`src/rtl/alu_pkg.sv`:
```
// Opcode and sequencer-state encodings shared by the ALU and its command sequencer.
package alu_pkg;

    typedef enum logic [1:0] {
        OP_OFF   = 2'd0,
        OP_ADD   = 2'd1,
        OP_SUB   = 2'd2,
        OP_NO_OP = 2'd3
    } alu_op_t;

    typedef enum logic [1:0] {
        IDLE    = 2'd0,
        DRIVE   = 2'd1,
        CAPTURE = 2'd2,
        RESP    = 2'd3
    } seq_state_t;

endpackage

```
`src/rtl/alu_cmd_sequencer.sv`:
```
// Drives one ALU operation at a time: operands held LAT cycles, result captured and returned
// on a valid/ready response channel; requests stall (req_ready low) until the response handshakes.
module alu_cmd_sequencer
    import alu_pkg::*;
#(
    parameter int WIDTH = 4,
    parameter int LAT   = 2,
    parameter int CNT_W = 8
) (
    input  logic             clk,
    input  logic             rst,
    input  logic             req_valid,
    output logic             req_ready,
    input  logic [1:0]       req_op,
    input  logic [WIDTH-1:0] req_a,
    input  logic [WIDTH-1:0] req_b,
    output logic [1:0]       alu_op,
    output logic [WIDTH-1:0] alu_a,
    output logic [WIDTH-1:0] alu_b,
    input  logic [WIDTH-1:0] alu_out,
    input  logic             alu_flag,
    output logic             rsp_valid,
    input  logic             rsp_ready,
    output logic [WIDTH-1:0] rsp_out,
    output logic             rsp_flag,
    output logic             busy,
    output logic [CNT_W-1:0] done_count
);

    seq_state_t state;
    logic [3:0] cnt;

    always_ff @(posedge clk) begin
        if (rst) begin
            state      <= IDLE;
            cnt        <= '0;
            alu_op     <= OP_NO_OP;
            alu_a      <= '0;
            alu_b      <= '0;
            rsp_valid  <= 1'b0;
            rsp_out    <= '0;
            rsp_flag   <= 1'b0;
            done_count <= '0;
            busy       <= 1'b0;
            req_ready  <= 1'b0;
        end else begin
            case (state)
                IDLE: begin
                    if (req_valid && req_ready) begin
                        alu_op    <= req_op;
                        alu_a     <= req_a;
                        alu_b     <= req_b;
                        cnt       <= 4'(LAT - 1);
                        state     <= DRIVE;
                        req_ready <= 1'b0;
                        busy      <= 1'b1;
                    end else begin
                        req_ready <= 1'b1;
                        alu_op    <= OP_NO_OP;
                    end
                end
                DRIVE: begin
                    // NO_OP during capture keeps the ALU output register from moving.
                    if (cnt == 4'd0) begin
                        state  <= CAPTURE;
                        alu_op <= OP_NO_OP;
                    end else begin
                        cnt <= cnt - 4'd1;
                    end
                end
                CAPTURE: begin
                    rsp_out   <= alu_out;
                    rsp_flag  <= alu_flag;
                    rsp_valid <= 1'b1;
                    state     <= RESP;
                end
                RESP: begin
                    if (rsp_ready) begin
                        rsp_valid  <= 1'b0;
                        done_count <= done_count + CNT_W'(1);
                        state      <= IDLE;
                        busy       <= 1'b0;
                        req_ready  <= 1'b1;
                    end
                end
                default: state <= IDLE;
            endcase
        end
    end

endmodule

```
`config.mk`:
```
export PLATFORM = sky130hd
export DESIGN_NAME = alu_cmd_sequencer
export DESIGN_NICKNAME = d
export VERILOG_FILES = /design/src/rtl/alu_pkg.sv /design/src/rtl/alu_cmd_sequencer.sv
export SDC_FILE = /design/constraint.sdc
export NUM_CORES = 1
export LEC_CHECK = 0
export ABC_AREA = 1
export ABC_CLOCK_PERIOD_IN_PS = 1800
export CORE_MARGIN = 3
export CORE_UTILIZATION = 26
export DETAILED_ROUTE_END_ITERATION = 16
export DONT_BUFFER_PORTS = 1
export GPL_TIMING_DRIVEN = 0
export PLACE_DENSITY = 0.5
export SYNTH_ARGS = -nofsm -noshare
export SYNTH_HDL_FRONTEND = slang
export SYNTH_SLANG_ARGS = --single-unit
```
`constraint.sdc`:
```
create_clock -name clk -period 1.8 [get_ports clk]
set_input_delay 0.36 -clock clk [delete_from_list [all_inputs] [get_ports clk]]
set_output_delay 0.36 -clock clk [all_outputs]
set_load 0.01 [all_outputs]
```
; ---- After elaboration in Yosys (flattened, before gate mapping)
; Cells that the tools add are included.
[word_totals]
in_bits = 19
register_bits = 32
latch_bits = 0
output_inout_bits = 26
memories = 0
word_cells = 51
ram_bits = 0
rom_bits = 0
[classes]
n_div = 0
shift = 0
n_eq_ne = 7
n_lt_le_gt_ge = 0
reduce_logical = 14
n_addsub = 2
muxes = 17
multipliers = 0
bitwise_logic = 0
[ops]
columns = cell, n
row1 = two-way mux 2 bit, 5
row2 = AND reduction 2 bit, 5
row3 = AND reduction 3 bit, 3
row4 = "adder 8 x 1 -> 8 bit, second input constant", 1
row5 = two-way mux 4 bit, 2
row6 = "!= test 2 bit, second input constant", 4
row7 = one-hot mux 2 bit (4 select lines), 1
row8 = one-hot mux 4 bit (2 select lines), 1
row9 = one-hot mux 1 bit (2 select lines), 3
row10 = nonzero test 2 bit, 3
row11 = "== test 2 bit, second input constant", 2
row12 = zero test 4 bit, 1
row13 = two-way mux 1 bit, 4
row14 = one-hot mux 2 bit (2 select lines), 1
row15 = "subtractor 4 x 1 -> 4 bit, second input constant", 1
row16 = "== test 2 x 1 -> 1 bit, second input constant", 1
row17 = zero test 2 bit, 1
row18 = logical AND 1 bit, 1

; ---- Logic depth before layout (Yosys ltp)
; Gate-level depths: netlist of run 1.
[logic_depth]
ltp_word = 3
mapped_depth = 10
mapped_depth_nobuf = 9

; ---- Worst setup path after synthesis of run 1
; OpenSTA, ideal clock, no wires.
[synth_timing]
kind = flip-flop to flip-flop
from = register state[1]
to = register cnt[3]
period_less_slack_ns = 1.263
path_slack_ns = 0.537
setup_time_ns = 0.111
n_path_buf = 1
path_stages_with_launch = 10
arrival_time_ns = 1.152
required_ns = 1.689
path_cell_list = dfxtp_1 inv_1 ha_1 buf_4 nor2_1 a21oi_2 nand2_2 nand2_1 nand2_1 nor2_1
[synth_between]
elab_chain_cells = 3
elab_cells_between_ends = 7
classes_between = eq/ne: 3 / mux: 1 / reduce/logical: 3
[synth_lines]
columns = item, line_no
row1 = from (decl), alu_cmd_sequencer.sv:30  ; seq_state_t state;
row2 = from (signal assigned), alu_cmd_sequencer.sv:35  ; state <= IDLE;
row3 = from (signal assigned), alu_cmd_sequencer.sv:54  ; state <= DRIVE;
row4 = from (signal assigned), alu_cmd_sequencer.sv:65  ; state <= CAPTURE;
row5 = == test 2 x 1 -> 1 bit / zero test 2 bit (equally long branches), alu_cmd_sequencer.sv:47  ; case (state)
row6 = != test 2 bit (no source line) / nonzero test 2 bit (equally long branches), -
row7 = AND reduction 3 bit (no source line), -
row8 = to (signal assigned), alu_cmd_sequencer.sv:53  ; cnt <= 4'(LAT - 1);
row9 = to (signal assigned), alu_cmd_sequencer.sv:68  ; cnt <= cnt - 4'd1;
row10 = to (decl), alu_cmd_sequencer.sv:31  ; logic [3:0] cnt;
; Parallel ways exist; a longest one is shown, timed or not.
; A chain may end at the register's enable or synchronous reset.

; ---- Worst setup path after layout of run 1
[layout_timing]
from = register state[1]
to = register alu_op[0]
[layout_between]
elab_chain_cells = 3
elab_cells_between_ends = 6
classes_between = eq/ne: 2 / mux: 1 / reduce/logical: 3
[layout_lines]
columns = item, line_no
row1 = == test 2 x 1 -> 1 bit / zero test 2 bit (equally long branches), alu_cmd_sequencer.sv:47
row2 = != test 2 bit (no source line) / nonzero test 2 bit (equally long branches), -
row3 = AND reduction 2 bit (no source line), -
row4 = to (signal assigned), alu_cmd_sequencer.sv:50  ; alu_op <= req_op;
row5 = to (decl), alu_cmd_sequencer.sv:17  ; output logic [1:0] alu_op,
; Parallel ways exist; a longest one is shown, timed or not.

==> results of run 1 <==
==> synthesized netlist by cell type <==
| library cell | count | share of area (%) |
|---|---|---|
| a21oi_1 | 7 | 2.3 |
| a21oi_2 | 1 | 0.58 |
| buf_2 | 2 | 0.66 |
| buf_4 | 1 | 0.49 |
| clkbuf_1 | 1 | 0.25 |
| dfxtp_1 | 32 | 42 |
| ha_1 | 8 | 6.6 |
| inv_1 | 25 | 6.2 |
| inv_2 | 3 | 0.74 |
| nand2_1 | 42 | 10 |
| nand2_2 | 3 | 1.2 |
| nand3_1 | 11 | 3.6 |
| nand3_2 | 2 | 1.3 |
| nand4_1 | 2 | 0.82 |
| nor2_1 | 49 | 12 |
| nor2_2 | 1 | 0.41 |
| nor2_4 | 2 | 1.5 |
| nor3_1 | 1 | 0.33 |
| nor3_4 | 1 | 1.1 |
| o211ai_1 | 1 | 0.49 |
| o21ai_0 | 18 | 5.9 |
| o21ai_1 | 3 | 0.99 |
==> cell usage in the layout (no fill, tap or decap), drive strengths merged <==
cell type | Yosys | final
nor2 | 52 | 52
nand2 | 45 | 45
dfxtp | 32 | 32
inv | 28 | 28
o21ai | 21 | 21
nand3 | 13 | 13
ha | 8 | 8
a21oi | 8 | 8
clkbuf | 1 | 7
buf | 3 | 3
nand4 | 2 | 2
nor3 | 2 | 2
o211ai | 1 | 1
bufinv | 0 | 1
clkinv | 0 | 1
==> area by class of cell <==
cell class / instances / share of cell area (%)
Sequential cell: 32 / 37.26
Multi-Input combinational cell: 152 / 43.89
Clock inverter: 2 / 2.038
Clock buffer: 6 / 4.221
Buffer: 4 / 1.237
Inverter: 28 / 6.114
Tap cell: 72 / 5.240
==> how the worst max path moves through the flow <==
stage | startpoint | slack [ps] | cells past startpoint | endpoint
after floorplan | state[1] | 540 | 9 | cnt[3]
after global placement | state[1] | 370 | 7 | alu_op[0]
after detailed placement | state[1] | 350 | 7 | alu_op[0]
after CTS | state[1] | 320 | 7 | alu_op[0]
after global routing | state[1] | 160 | 7 | alu_op[0]
final | state[1] | 340 | 7 | alu_op[0]
==> worst max-delay path, cell delays in order (launching register included) <==
cell and delay, ps:
dfxtp_1 350, inv_1 90, ha_1 180, buf_4 160, nand3_1 180, o21ai_0 180
o21ai_0 110, nand3_1 80
==> kinds of logic (layout without fill, tap and decap cells) <==
logic type / Yosys count / in the layout / synth area share, %
compound gates: 30 / 30 / 10.28
fa+ha+maj: 8 / 8 / 6.579
buf+inv: 32 / 40 / 8.306
flops: 32 / 32 / 42.10
simple gates: 114 / 114 / 32.73
==> layer usage <==
metal	up-vias	part of all wire, %	GRT usage, %
met5	-	0	0
met4	0	2.0	5.556
met2	32	48	18.43
met1	558	43	12.81
met3	7	7.2	4.447
li1	690	-	-
==> per-stage QoR <==
stage	instance area [sq um]	worst slack (ps)	cells	power [mW]
final	1719	340.7	296	2.571
after global routing	1719	162.5	296	2.800
after CTS	1719	324.2	296	2.606
after detailed placement	1612	351.6	288	1.912
after global placement	1612	365.5	288	1.904
after floorplan	1521	537.2	216	1.725
==> power by group <==
| group | switching (mW) | leakage (nW) | internal [mW] |
|---|---|---|---|
| combinational | 0.529 | 0.485 | 0.293 |
| sequential | 0.180 | 0.262 | 0.878 |
| clock | 0.280 | 0.0552 | 0.411 |
==> flip-flops by register name (all words and copies together), names as in the netlist <==
signal / flops
alu_a: 4
done_count: 8
alu_b: 4
alu_op: 2
rsp_valid: 1
busy: 1
rsp_out: 4
state: 2
rsp_flag: 1
req_ready: 1
cnt: 4
==> run summary, run 1 <==
Setup crit start kind -> register
Worst-Margin Slew -> 408.5 ps
Worst R2R Setup Slack -> 340 ps
Reg2Reg Launch Point -> state[1]
total CTS buffers -> 5
highest clock rate -> 685.3 MHz
hold depth -> 1
CP Class -> register to register
worst r2r path cells -> 7
min-delay src -> rst
CP Max Fanout -> 8
CTS H-tree lvls -> 2
Synth Instances -> 216
DRT iter0 DRCs -> 60
Layout Area Growth over Synthesis -> 12.99%
PostCTS Resize Cnt -> 0
clock root buffer -> clkbuf_8
GPL Wtd Cong -> 0.7594
Hold WS -> 130.0 ps
Worst R2R End -> alu_op[0]
total track usage -> 11.30%
vias per inst -> 4.348
Crit path required time -> 1970 ps
I/O Buffers -> 0
final setup skew -> 5.710 ps
post-DP HPWL -> 2544 microns
clk buf depth -> 2
Seq/Total Area, Yosys -> 42.11%
initial antenna violation count -> 0
ant diodes -> 0
Netlist cell types -> 22
Critical Path AT -> 1630 ps
Synth Net Count -> 243
Final Max Tran Viols -> 0
Synth Warn # -> 0
final cell utilization of the core -> 30.84%
worst hold endpoint -> busy
initial cell density of the core -> 27.30%
period utilisation layout -> 81.07%
status -> completed
# setup viols final -> 0
postcts setup bufs -> 0
mapped cell area -> 1521 sq um
grt ovf -> 0
die height -> 82.50 microns
Die Wd -> 82.50 microns
CTS tree -> done
routed wire length -> 3423 microns
maximum vdd ir drop -> 0.0006034 V
maxcap violations -> 0
wire length per cell -> 11.56 microns
core box area -> 5574 sq um
Hold Crit Class -> primary input to register
Setup TNS -> 0 ps
vias in the first global route -> 1223
Power Density -> 1495 nW/um^2
fraction of layout cells with a size suffix above 1 -> 10.27%
largest net degree at the start of global routing -> 11
Synth Register Bits -> 32
I/O Pins -> 45
Clock Latency Late Sink -> 290 ps
Final nets -> 250
RSZ-0062 raised after global routing -> no
Rel. slew slack -> 72.77%
via count -> 1287
first-pass GRT wire length -> 5775 microns
Hold Vio Cnt, Final -> 0
Remaining DRCs -> 0
row cnt -> 27
die area -> 6805 sq um
clk sink count -> 32
Critical Path End Type -> register
P_leak -> 0.8018 nW
Antenna Violating Nets Remaining -> 0
FILL cells -> 627
Worst-path clk slew -> 70 ps
Final Critical Period -> 1459 ps
Syn Area/Cell -> 7.044 sq um
drt first pass iters -> 4
Hold Buf Count CTS -> 0
FF+latch area -> 640.6 sq um
area of the multi-input gates -> 754.5 sq um
Power figures use the tool's default switching activity.
==> run 2: changes to the inputs <==
- ABC_CLOCK_PERIOD_IN_PS: 1800 -> 1200
- PLACE_DENSITY: 0.5 -> 0.52
- clock period: 1.8 -> 1.2 ns (I/O delays scaled with it)
==> run 2 against run 1 <==
  * The flow now finishes with violations (setup timing)
  * Clock skew about the same
  * Non-clock buffer count grew 13
  * Cell count up 4.4%
  * Clock power rose by 25%
  * Count of clock-buffer cells in the layout is 2 higher
  * Worst hold slack got worse by 120 ps
==> run summary, run 2 (synthesized netlist as in run 1, its figures left out) <==
status -> finished, violations left
failing checks -> setup timing
Hold Vio Cnt, Final -> 0 (unchanged)
grt ovf -> 0 (unchanged)
Layout Area Growth over Synthesis -> 31.50%
GPL Wtd Cong -> 0.7469 (-1.6%)
final setup skew -> 5.389 ps (-0.3205 ps)
wire length per cell -> 12.44 microns (+7.5%)
worst r2r path cells -> 10 (+3)
DP Area -> 1638 sq um (+1.6%)
P_leak -> 0.8837 nW (+10%)
clk sink count -> 32 (unchanged)
Clock Latency Late Sink -> 290 ps (about the same)
core box area -> 5574 sq um (unchanged)
die area -> 6805 sq um (unchanged)
period utilisation layout -> 110.2% (+29 points)
Die Wd -> 82.50 microns (unchanged)
maximum vdd ir drop -> 0.0008645 V (+43%)
Final nets -> 263 (+5.2%)
CP Cell Sequence -> inv_4 -> ha_4 -> buf_4 -> nand2_4 -> nand2_2 -> inv_2 -> nand2_2 -> nand2_1 -> nand2_1 -> nor2_1
register name with the most flops -> done_count
Hold Crit Class -> primary input to register
Rel. slew slack -> 61.83% (-11 points)
Reg2Reg Launch Point -> state[0]
DRT iter0 DRCs -> 70 (+17%)
routed wire length -> 3843 microns (+12%)
FILL cells -> 592 (-5.6%)
fraction of layout cells with a size suffix above 1 -> 29.11% (+19 points)
CP Class -> register to register
CTS H-tree lvls -> 2 (unchanged)
# setup viols final -> 20 (+20)
Setup crit start kind -> register
Worst R2R Setup Slack -> -120 ps (-460 ps)
clock root buffer -> clkbuf_8
CTS tree -> done
fin area -> 2001 sq um (+16%)
most frequent cells in the layout -> 46 x nor2_1, 37 x nand2_1, 27 x dfxtp_1
I/O Pins -> 45 (unchanged)
placed insts -> 288 (unchanged)
critical path startpoint -> state[0]
initial cell density of the core -> 27.30% (unchanged)
Critical Path End Type -> register
Largest stage delay, worst path -> 400 ps (+50 ps)
largest net degree at the start of global routing -> 11 (unchanged)
vias per inst -> 4.408 (+1.4%)
Final Critical Period -> 1322 ps (-136.9 ps)
via count -> 1362 (+5.8%)
Power Density -> 2234 nW/um^2 (+49%)
max reg flops -> 8 (unchanged)
drt first pass iters -> 4 (unchanged)
Worst-Margin Slew -> 572.6 ps (+164.1 ps)
row cnt -> 27 (unchanged)
clk buf depth -> 2 (unchanged)
Remaining DRCs -> 0 (unchanged)
I/O Buffers -> 0 (unchanged)
die height -> 82.50 microns (unchanged)
worst slack at placement -> -219.9 ps (-571.5 ps)
first-pass GRT wire length -> 6003 microns (+3.9%)
maxcap violations -> 0 (unchanged)
Final WS setup -> -122.3 ps (-463.1 ps)
Worst-path clk slew -> 70 ps (about the same)
commonest non-fill, non-tap cell in the layout -> nor2_1
min-delay src -> rst
Antenna Violating Nets Remaining -> 0 (unchanged)
initial antenna violation count -> 0 (unchanged)
Total Power -> 4.470 mW (+74%)
Final Non-Filler Cells -> 309 (+4.4%)
Final Max Tran Viols -> 0 (unchanged)
Slowest-stage cell, CP -> dfxtp_4
highest clock rate -> 756.3 MHz (+10%)
ant diodes -> 0 (unchanged)
Hold Buf Count CTS -> 0 (unchanged)
worst setup path endpoint -> state[1]
total track usage -> 11.95% (+0.65 points)
Worst R2R End -> state[1]
post-DP HPWL -> 2589 microns (+1.8%)
Crit path required time -> 1410 ps (-560 ps)
CP Max Fanout -> 4 (-4)
RSZ-0062 raised after global routing -> yes
total CTS buffers -> 5 (unchanged)
vias in the first global route -> 1323 (+8.2%)
Critical Path AT -> 1540 ps (-90 ps)
[run 2: cell types whose count changed in the layout (fill, tap and decap cells not counted), moves of 5 or more]
| cell | previous run | this run |
|---|---|---|
| ha_1 | 8 | 3 |
| nand2_1 | 42 | 37 |
| inv_1 | 25 | 20 |
| o21ai_0 | 18 | 9 |
| buf_4 | 1 | 11 |
| o21ai_2 | 0 | 5 |
| dfxtp_1 | 32 | 27 |
[run 2: worst min-delay path by stage]
stage	endpoint	slack (ps)	depth (start not counted)
floorplan	busy	310	1
global placement	busy	310	1
detailed placement	busy	310	1
CTS	busy	3	1
global route	req_ready	4	1
finish	req_ready	10	1
[run 2: metal layers]
metal | up-vias | global-route usage (%) | wire (microns)
li1 | 723 | - | -
met1 | 594 | 13.85 | 1727
met2 | 39 | 19.07 | 1704
met3 | 6 | 5.098 | 335
met4 | 0 | 5.392 | 75
met5 | - | 0 | 0
[run 2: critical path: cells and delay by family (launching register included)]
kind	cells	cell delay, ps
flip-flops	1	400
AND/OR/NAND/NOR	6	390
buffers and inverters	3	280
adder cells (fa/ha/maj)	1	190
[run 2: report_power, final]
| part | switching, mW | total, mW | internal [mW] |
|---|---|---|---|
| clock network | 0.399 | 0.867 | 0.468 |
| logic | 1.08 | 1.95 | 0.871 |
| registers | 0.315 | 1.65 | 1.34 |
[run 2: area by class of cell]
type	count	area [sq um]	share of cell area [%]
tap	72	90.09	4.503
inverter	28	117.6	5.879
clock buffer	8	90.09	4.503
buffer	3	13.76	0.6879
sequential	32	651.9	32.58
multi-input combinational	152	912.1	45.59
timing repair buffer	14	125.1	6.254
[run 2: through the flow]
stage	util [%]	hold slack (ps)	setup TNS [ps]
floorplan	-	309.1	0
global placement	29.38	311.5	-3431
detailed placement	29.38	314.8	-3553
CTS	34.01	3.327	-766.8
global route	35.89	4.191	-3468
finish	35.89	12.31	-848.0
[run 2: what timing repair did]
action | 4_1_cts | 5_1_grt
gates cloned | 0 | 0
buffers inserted | 10 | 4
gates resized for setup | 29 | 28
endpoints found under the hold margin | 0 | 0
pin swaps | 12 | 22
setup endpoints to repair | 32 | 29
==> run 3: changes to the inputs <==
- CTS_BUF_LIST: unset -> sky130_fd_sc_hd__clkbuf_4 sky130_fd_sc_hd__clkbuf_8 sky130_fd_sc_hd__clkbuf_16
==> run 3 against run 2 <==
  * The run still ends with setup timing left
  * Die area unchanged
  * Fmax down 0.18%
  * Combinational power about the same
  * Clock power up 5.3%
  * Flip-flop and latch count unchanged
  * Cell area up 0.75%
  * Via count up 0.29%
  * Non-clock buffer count up 1
  * Core utilization up 0.27 points
  * Worst hold slack worse by 0.63 ps
  * Critical endpoint unchanged
  * Largest cell class unchanged
==> run summary, run 3 (synthesized netlist as in run 1, its figures left out) <==
status -> finished, violations left
failing checks -> setup timing
Hold WS -> 11.67 ps (-0.6329 ps)
vias in the first global route -> 1330 (+0.53%)
initial antenna violation count -> 0 (unchanged)
Largest stage delay, worst path -> 400 ps (about the same)
ant diodes -> 0 (unchanged)
CP Cell Sequence -> inv_4 -> ha_4 -> buf_4 -> nand2_4 -> nand2_2 -> inv_2 -> nand2_2 -> nand2_1 -> nand2_1 -> nor2_1
final setup skew -> 5.085 ps (-0.3043 ps)
highest clock rate -> 754.9 MHz (-0.18%)
Final WS setup -> -124.7 ps (-2.348 ps)
GPL Wtd Cong -> 0.7469 (unchanged)
maxcap violations -> 0 (unchanged)
Worst-path clk slew -> 70 ps (about the same)
Critical Path AT -> 1540 ps (about the same)
worst r2r path cells -> 10 (unchanged)
CTS H-tree lvls -> 2 (unchanged)
commonest non-fill, non-tap cell in the layout -> nor2_1
Slowest-stage cell, CP -> dfxtp_4
core box area -> 5574 sq um (unchanged)
CP Max Fanout -> 4 (unchanged)
Final Critical Period -> 1325 ps (+2.348 ps)
maximum vdd ir drop -> 0.0008647 V (about the same)
routed wire length -> 3870 microns (+0.70%)
Layout Area Growth over Synthesis -> 32.48%
Hold Buf Count CTS -> 0 (unchanged)
initial cell density of the core -> 27.30% (unchanged)
post-DP HPWL -> 2589 microns (unchanged)
Clock Latency Late Sink -> 290 ps (about the same)
period utilisation layout -> 110.4% (+0.20 points)
# setup viols final -> 21 (+5.0%)
Critical Path End Type -> register
cell count along the critical path -> 10 (unchanged)
Rel. slew slack -> 61.90% (+0.075 points)
Die Wd -> 82.50 microns (unchanged)
Worst Path Buf+Inv -> 3 (unchanged)
total CTS buffers -> 5 (unchanged)
row cnt -> 27 (unchanged)
Hold Crit Class -> primary input to register
via count -> 1366 (+0.29%)
grt ovf -> 0 (unchanged)
fin area -> 2016 sq um (+0.75%)
Total Power -> 4.526 mW (+1.2%)
cell family with the largest share of critical-path delay -> flip-flops
DP Area -> 1638 sq um (unchanged)
Hold Vio Cnt, Final -> 0 (unchanged)
drt first pass iters -> 4 (unchanged)
CP Class -> register to register
clk sink count -> 32 (unchanged)
Power Density -> 2245 nW/um^2 (+0.49%)
Final nets -> 264 (+0.38%)
Worst-Margin Slew -> 571.5 ps (-1.127 ps)
CTS tree -> done
largest net degree at the start of global routing -> 11 (unchanged)
fraction of layout cells with a size suffix above 1 -> 30.25% (+1.1 points)
register name with the most flops -> done_count
RSZ-0062 raised after global routing -> yes
clock root buffer -> clkbuf_8
Antenna Violating Nets Remaining -> 0 (unchanged)
Crit path required time -> 1410 ps (about the same)
clk buf depth -> 2 (unchanged)
hold depth -> 1 (unchanged)
max reg flops -> 8 (unchanged)
die area -> 6805 sq um (unchanged)
most frequent cells in the layout -> 46 x nor2_1, 37 x nand2_1, 27 x dfxtp_1
I/O Pins -> 45 (unchanged)
DRT iter0 DRCs -> 59 (-16%)
I/O Buffers -> 0 (unchanged)
Final Max Tran Viols -> 0 (unchanged)
die height -> 82.50 microns (unchanged)
P_leak -> 0.8960 nW (+1.4%)
total track usage -> 11.97% (+0.023 points)
Setup crit start kind -> register
first-pass GRT wire length -> 6003 microns (unchanged)
Remaining DRCs -> 0 (unchanged)
wire length per cell -> 12.48 microns (+0.38%)
vias per inst -> 4.406 (about the same)
-- run 3: cell types whose count changed in the layout (fill, tap and decap cells not counted), sizes merged --
cell / delta
buf: +1
-- run 3: power breakdown --
| part | switching [mW] | leakage [nW] | internal (mW) |
|---|---|---|---|
| clock network | 0.400 | 0.0523 | 0.513 |
| logic | 1.09 | 0.580 | 0.871 |
| registers | 0.314 | 0.264 | 1.34 |
-- run 3: worst paths after layout --
kind                                from         to  slack, ps
worst min register to register      busy       busy        530
worst min-delay path                 rst  req_ready         10
worst max-delay path            state[0]   state[1]       -120
worst max register to register  state[0]   state[1]       -120
-- run 3: what timing repair did --
action	4_1_cts	5_1_grt
endpoints found under the hold margin	0	0
pin swaps	12	22
resized for setup	29	28
buffers inserted	10	5
endpoints found under the setup margin	32	29
-- run 3: routing by layer --
layer,vias up,share of wire (%),GRT usage [%]
met1,600,46,13.85
met3,6,8.4,5.098
li1,725,-,-
met5,-,0,0
met2,35,44,19.07
met4,0,1.9,5.556
-- run 3: worst register-to-register path: stages, from the launching register on --
cell	delay (ps)
dfxtp_4	400
inv_4	50
ha_4	190
buf_4	150
nand2_4	60
nand2_2	50
inv_2	80
nand2_2	60
nand2_1	60
nand2_1	50
nor2_1	110
-- run 3: layout make-up --
type | count | area [sq um]
timing repair buffer | 15 | 132.6
tap | 72 | 90.09
inverter | 28 | 117.6
buffer | 3 | 13.76
fill | 594 | 3558
sequential | 32 | 651.9
clock buffer | 8 | 97.59
multi-input combinational | 152 | 912.1
-- run 3: metrics by stage --
step / util (%) / setup TNS, ps / setup slack, ps / cells
4_1_cts: 34.14 / -770.9 / -75.19 / 306
3_5_place_dp: 29.38 / -3553 / -219.9 / 288
3_3_place_gp: 29.38 / -3431 / -208.3 / 288
5_1_grt: 36.16 / -3447 / -177.6 / 310
2_1_floorplan: - / 0 / 5.913 / 216
6_report: 36.16 / -1019 / -124.7 / 310
